File: src/rtl/guess_key_sequencer_if.sv
// Button-interface bundle between a key-sequence source and its consumer.
// The sequencer drives the key/enter pulses and status; the requester drives start/digits/len.
interface guess_key_sequencer_if #(
    parameter int MAX_DIGITS = 5,
    parameter int LEN_W      = 3
);
    logic                      start;
    logic [2*MAX_DIGITS-1:0]   digits;
    logic [LEN_W-1:0]          len;
    logic                      busy;
    logic                      done;
    logic                      I1;
    logic                      I2;
    logic                      I3;
    logic                      I4;
    logic                      enter;

    modport master (
        output start, digits, len,
        input  busy, done, I1, I2, I3, I4, enter
    );

    modport slave (
        input  start, digits, len,
        output busy, done, I1, I2, I3, I4, enter
    );
endinterface

File: src/rtl/guess_key_sequencer.sv
// Replays a captured digit string as timed single-key pulses on I1..I4 followed by one enter pulse.
// All outputs come straight from flops; one FSM owns every register.
module guess_key_sequencer #(
    parameter int MAX_DIGITS   = 5,
    parameter int LEN_W        = 3,
    parameter int PULSE_CYCLES = 2,
    parameter int GAP_CYCLES   = 2
) (
    input  logic                         clk,
    input  logic                         reset,
    guess_key_sequencer_if.slave         bus
);

    localparam int DW     = 2 * MAX_DIGITS;
    localparam int PH_MAX = (PULSE_CYCLES > GAP_CYCLES) ? PULSE_CYCLES : GAP_CYCLES;
    localparam int PH_W   = $clog2(PH_MAX + 1);

    localparam logic [PH_W-1:0]  PULSE_LAST = PH_W'(PULSE_CYCLES - 1);
    localparam logic [PH_W-1:0]  GAP_LAST   = PH_W'(GAP_CYCLES - 1);
    localparam logic [PH_W-1:0]  PH_ZERO    = {PH_W{1'b0}};
    localparam logic [PH_W-1:0]  PH_ONE     = PH_W'(1);
    localparam logic [LEN_W-1:0] LEN_ZERO   = {LEN_W{1'b0}};
    localparam logic [LEN_W-1:0] LEN_ONE    = LEN_W'(1);
    localparam logic [LEN_W-1:0] MAX_LEN    = LEN_W'(MAX_DIGITS);

    typedef enum logic [2:0] {
        IDLE      = 3'd0,
        KEY       = 3'd1,
        KEY_GAP   = 3'd2,
        ENTER     = 3'd3,
        ENTER_GAP = 3'd4
    } state_t;

    state_t            state_r;
    logic [PH_W-1:0]   phase_r;
    logic [LEN_W-1:0]  idx_r;
    logic [LEN_W-1:0]  n_r;
    logic [DW-1:0]     pend_r;
    logic              busy_r;
    logic              done_r;
    logic [3:0]        key_r;
    logic              enter_r;

    // 2-bit digit code (00=1 .. 11=4) to one-hot key lines {I4,I3,I2,I1}.
    function automatic logic [3:0] key_onehot(input logic [1:0] code);
        logic [3:0] oh;
        case (code)
            2'b00:   oh = 4'b0001;
            2'b01:   oh = 4'b0010;
            2'b10:   oh = 4'b0100;
            2'b11:   oh = 4'b1000;
            default: oh = 4'b0000;
        endcase
        return oh;
    endfunction

    // Sequencer FSM: phase_r counts cycles within a state, pend_r holds not-yet-sent digits LSB-first.
    always_ff @(posedge clk) begin
        if (reset) begin
            state_r <= IDLE;
            phase_r <= PH_ZERO;
            idx_r   <= LEN_ZERO;
            n_r     <= LEN_ZERO;
            pend_r  <= {DW{1'b0}};
            busy_r  <= 1'b0;
            done_r  <= 1'b0;
            key_r   <= 4'b0000;
            enter_r <= 1'b0;
        end else begin
            done_r <= 1'b0;
            case (state_r)
                IDLE: begin
                    phase_r <= PH_ZERO;
                    idx_r   <= LEN_ZERO;
                    if (bus.start) begin
                        busy_r <= 1'b1;
                        pend_r <= {2'b00, bus.digits[DW-1:2]};
                        if (bus.len > MAX_LEN) begin
                            n_r <= MAX_LEN;
                        end else begin
                            n_r <= bus.len;
                        end
                        if (bus.len == LEN_ZERO) begin
                            state_r <= ENTER;
                            enter_r <= 1'b1;
                        end else begin
                            state_r <= KEY;
                            key_r   <= key_onehot(bus.digits[1:0]);
                        end
                    end else begin
                        busy_r <= 1'b0;
                    end
                end
                KEY: begin
                    if (phase_r == PULSE_LAST) begin
                        state_r <= KEY_GAP;
                        key_r   <= 4'b0000;
                        phase_r <= PH_ZERO;
                    end else begin
                        phase_r <= phase_r + PH_ONE;
                    end
                end
                KEY_GAP: begin
                    if (phase_r == GAP_LAST) begin
                        phase_r <= PH_ZERO;
                        // n_r is at least 1 here, so n_r-1 is the last digit index.
                        if (idx_r == n_r - LEN_ONE) begin
                            state_r <= ENTER;
                            enter_r <= 1'b1;
                        end else begin
                            state_r <= KEY;
                            idx_r   <= idx_r + LEN_ONE;
                            key_r   <= key_onehot(pend_r[1:0]);
                            pend_r  <= {2'b00, pend_r[DW-1:2]};
                        end
                    end else begin
                        phase_r <= phase_r + PH_ONE;
                    end
                end
                ENTER: begin
                    if (phase_r == PULSE_LAST) begin
                        state_r <= ENTER_GAP;
                        enter_r <= 1'b0;
                        phase_r <= PH_ZERO;
                    end else begin
                        phase_r <= phase_r + PH_ONE;
                    end
                end
                ENTER_GAP: begin
                    if (phase_r == GAP_LAST) begin
                        state_r <= IDLE;
                        phase_r <= PH_ZERO;
                        busy_r  <= 1'b0;
                        done_r  <= 1'b1;
                    end else begin
                        phase_r <= phase_r + PH_ONE;
                    end
                end
                default: begin
                    state_r <= IDLE;
                    phase_r <= PH_ZERO;
                    idx_r   <= LEN_ZERO;
                    busy_r  <= 1'b0;
                    key_r   <= 4'b0000;
                    enter_r <= 1'b0;
                end
            endcase
        end
    end

    assign bus.busy  = busy_r;
    assign bus.done  = done_r;
    assign bus.I1    = key_r[0];
    assign bus.I2    = key_r[1];
    assign bus.I3    = key_r[2];
    assign bus.I4    = key_r[3];
    assign bus.enter = enter_r;

endmodule

File: src/flat_wrapper.sv
// flat-port wrapper written by rule: the top's interface ports become plain ports
module guess_key_sequencer_flat 
#(
    parameter int MAX_DIGITS   = 5,
    parameter int LEN_W        = 3,
    parameter int PULSE_CYCLES = 2,
    parameter int GAP_CYCLES   = 2
)
  (clk, reset, bus_start, bus_digits, bus_len, bus_busy, bus_done, bus_I1, bus_I2, bus_I3, bus_I4, bus_enter);
  guess_key_sequencer_if #(.MAX_DIGITS(MAX_DIGITS), .LEN_W(LEN_W)) bus_i ();
  input  logic clk;
  input  logic reset;
  input wire logic [$bits(bus_i.start)-1:0] bus_start;
  input wire logic [$bits(bus_i.digits)-1:0] bus_digits;
  input wire logic [$bits(bus_i.len)-1:0] bus_len;
  output wire logic [$bits(bus_i.busy)-1:0] bus_busy;
  output wire logic [$bits(bus_i.done)-1:0] bus_done;
  output wire logic [$bits(bus_i.I1)-1:0] bus_I1;
  output wire logic [$bits(bus_i.I2)-1:0] bus_I2;
  output wire logic [$bits(bus_i.I3)-1:0] bus_I3;
  output wire logic [$bits(bus_i.I4)-1:0] bus_I4;
  output wire logic [$bits(bus_i.enter)-1:0] bus_enter;
  assign bus_i.start = bus_start;
  assign bus_i.digits = bus_digits;
  assign bus_i.len = bus_len;
  assign bus_busy = bus_i.busy;
  assign bus_done = bus_i.done;
  assign bus_I1 = bus_i.I1;
  assign bus_I2 = bus_i.I2;
  assign bus_I3 = bus_i.I3;
  assign bus_I4 = bus_i.I4;
  assign bus_enter = bus_i.enter;
  guess_key_sequencer #(.MAX_DIGITS(MAX_DIGITS), .LEN_W(LEN_W), .PULSE_CYCLES(PULSE_CYCLES), .GAP_CYCLES(GAP_CYCLES)) u_core (.clk(clk), .reset(reset), .bus(bus_i));
endmodule
File: config.mk
export PLATFORM = sky130hd
export DESIGN_NAME = guess_key_sequencer_flat
export DESIGN_NICKNAME = d
export VERILOG_FILES = /design/src/rtl/guess_key_sequencer_if.sv /design/src/rtl/guess_key_sequencer.sv /design/src/flat_wrapper.sv
export SDC_FILE = /design/constraint.sdc
export NUM_CORES = 1
export LEC_CHECK = 0
export BUFFER_PORTS_ARGS = -buffer_cell sky130_fd_sc_hd__buf_2
export CAP_MARGIN = 20
export CORE_ASPECT_RATIO = 0.75
export CORE_MARGIN = 2
export CORE_UTILIZATION = 31
export DETAILED_ROUTE_END_ITERATION = 6
export MAX_ROUTING_LAYER = met4
export PLACE_DENSITY = 0.61
export RECOVER_POWER = 25
export SLEW_MARGIN = 25
export SYNTH_ARGS = -nofsm -noshare
export SYNTH_HDL_FRONTEND = slang
export SYNTH_SLANG_ARGS = --single-unit
File: constraint.sdc
create_clock -name clk -period 2.59 [get_ports clk]
set_clock_uncertainty 0.1 [all_clocks]
set_input_delay 0.518 -clock clk [delete_from_list [all_inputs] [get_ports clk]]
set_output_delay 0.518 -clock clk [all_outputs]
set_load 0.01 [all_outputs]
==> metrics.md <==
| Metric | Value |
|---|---|
| Unrepaired setup endpoints after global routing | `false` |
| CTS buffer count | `3` |
| Seq pwr share | `45.4%` |
| Post-CTS Setup Inserts | `0` |
| Synth area leaders | `dfxtp_1 35%, a21oi_1 4.8%, mux2i_1 4.8%` |
| Switch share | `27.0%` |
| Post-synth EDFFs | `0` |
| ANT nets after route | `0` |
| Flops & latches, synth | `26` |
| H-tree depth | `1` |
| Crit Path Max Fanout | `14` |
| Initial drt markers | `64` |
| Layout cells sized above 1 | `15.1%` |
| Reg clk slew, reported paths | `100 ps` |
| Nets | `205` |
| Most frequent cells in the layout | `26 x dfxtp_1, 15 x buf_2, 14 x a21oi_1` |
| Drt pass-1 iters | `4` |
| Pleak | `0.000601 uW` |
| Setup ws final | `407 ps` |
| Hold buffer count at cts | `0` |
| Power, Total | `975 uW` |
| Yosys top cell area share | `35.3%` |
| Synth warn | `0` |
| Commonest non-fill, non-tap cell in the layout | `dfxtp_1` |
| TritonCTS sink count | `26` |
| Cell Pwr Density | `577 nW/um2` |
| Worst-skew pair later-pin latency | `280 ps` |
| Mapped Nets | `185` |
| Critical Path Start | `u_core.n_r[0]` |
| CTS tree | `done` |
| PortBufs | `22` |
| # IOs | `23` |
| Fmax | `0.458 GHz` |
| Arr. time, crit path | `2240 ps` |
| Detailed Place HPWL | `2360 um` |
| Slew Limit Fails | `0` |
| Mux contribution to synthesized area | `5.52%` |
| DIE HEIGHT | `63.7 um` |
| Distinct cells, synth | `49` |
| Worst-Margin Slew | `632 ps` |
| First-pass GRT wire length | `5550 um` |
| Largest family of logic cells by synthesized area | `simple AND/OR/NAND/NOR gates` |
| Avg Inst Size Synth | `8.88 um2` |
| Logic pwr share | `19.2%` |
| Area share of fa/ha/maj cells after synthesis | `2.55%` |
| Area grow syn2layout | `14.6%` |
| GRT Overall Usage | `13.4%` |
| Clock buffer depth | `2` |
| Synthesized-area fraction occupied by and/or/nand/nor cells | `22.1%` |
| Cell area after synthesis | `1470 um2` |
| Initial antenna violation count | `0` |
| Worst Hold Class | `reg2reg` |
| Synth area leader | `dfxtp_1` |
| Psw | `263 uW` |
| Final wirelength | `3220 um` |
| Max-slew headroom | `57.6%` |
| Final core utilization | `37.4%` |
| Period Utilization, post-route | `84.3%` |
| Design internal power | `712 uW` |
| Clock Power Share | `35.4%` |
| Grt total ovfl | `0` |
| Final setup TNS | `0 ps` |
| Largest net degree at the start of global routing | `26` |
| WP data required | `2650 ps` |
| Die ar. | `5330 um2` |
| XOR/XNOR Fraction of Synth Area | `7.98%` |
| Setup-failing EPs final | `0` |
| R2r startpoint | `u_core.n_r[0]` |
| Placed cell count | `238` |
| Max Cap Viol | `0` |
| Non-filler cells, final | `242` |
| Pre-CTS setup slack | `439 ps` |
| Seq/Total Area, Yosys | `35.3%` |
| Initial core utilization | `32.6%` |
| Main flop type after synthesis | `dfxtp_1` |
| Die width | `83.6 um` |
| Vias in the first global route | `1,183` |
| WL/cell | `13.3 um` |
| FFs w/ async S/R, synth | `0%` |
| Worst setup EP type | `flop` |
| GPL Wtd Cong | `0.864` |
| Root Buffer | `clkbuf_8` |
| Minimum clock period | `2180 ps` |
| Worst vdd ir | `0.213 mV` |
| Post-synthesis compound-gate area fraction | `20.8%` |
| Vias | `1,257` |
| Setup CP Type | `reg2reg` |
| Final Hold Vio Count | `0` |
| Mapped Cells | `166` |
| Core Rows | `21` |
| CP Launch Type | `flop` |
| Run status | `complete, no violations` |
| Cts repair resizes | `0` |
| Core area | `4520 um2` |
| Drc violations | `0` |
| Vias per inst | `5.19` |
| Hold Startpoint | `u_core.phase_r[0]` |
| Antenna Cells | `0` |
[registers in the layout, summed over array words and instances, names as in the netlist]
signal            flops
u_core.bus.busy       1
u_core.bus.done       1
u_core.bus.enter      1
u_core.idx_r          3
u_core.key_r          4
u_core.n_r            3
u_core.pend_r         8
u_core.phase_r        2
u_core.state_r        3
[metal layers]
layer	share of wire [%]	GRT usage, %	vias up
met4	1.4	4.23	0
met2	38	19.1	27
met1	56	18.5	574
met5	0	-	-
met3	4.4	3.67	4
li1	-	-	652
[per-stage QoR]
| stage | hold slack, ps | area [um2] |
|---|---|---|
| finish | 324 | 1690 |
| global route | 351 | 1690 |
| CTS | 332 | 1700 |
| detailed placement | 318 | 1630 |
| global placement | 313 | 1630 |
| floorplan | 299 | 1470 |
[power groups by stage]
stage	logic [uW]	clock network (uW)	registers, uW
floorplan	141	0	448
global placement	187	0	451
detailed placement	188	0	452
CTS	188	357	442
global route	209	376	446
finish	187	345	442
[worst paths after layout]
path	to	slack, ps	depth (start not counted)
hold reg to reg	u_core.phase_r[0]	320	1
setup reg to reg	u_core.pend_r[1]	410	6
hold / removal	u_core.phase_r[0]	320	1
setup / recovery	u_core.pend_r[1]	410	6
[synthesized netlist by cell type (2+ instances only)]
library cell  number
a211oi_1           3
a21oi_1           14
a31oi_1            6
and2_1             2
buf_2              2
clkbuf_1           6
dfxtp_1           26
ha_1               3
inv_1              9
mux2i_1            7
nand2_1            7
nand2b_1           2
nand3_1            2
nand3b_1           2
nor2_1            11
nor2b_1            2
nor3_1             6
nor3b_1            4
o21ai_0            3
o21ai_1            9
o2bb2ai_1          4
or3_1              8
xor2_1             2
[worst max-delay path, cell delays in order, from the launching register on]
cell and delay (ps):
dfxtp_1 410, inv_1 90, ha_1 250, xor3_2 280
nor4_4 630, or3_1 230, a21oi_1 60
[area by class of cell]
class,count,area (um2)
fill,480,2830
multi-input combinational,121,868
sequential,26,520
timing repair buffer,25,124
tap,57,71.3
clock buffer,3,41.3
inverter,9,33.8
clock inverter,1,30.0
[cell families (layout without fill, tap and decap cells)]
kind of cell	count (synthesis)	in the layout
xor gates and xnor gates	7	7
DFF	26	26
AOI/OAI and AO/OA	48	48
and+or+nand+nor	55	55
adders and majority gates	3	3
muxes	8	8
buffers and inverters	19	38
No activity file was read; power rests on OpenSTA's default activity.
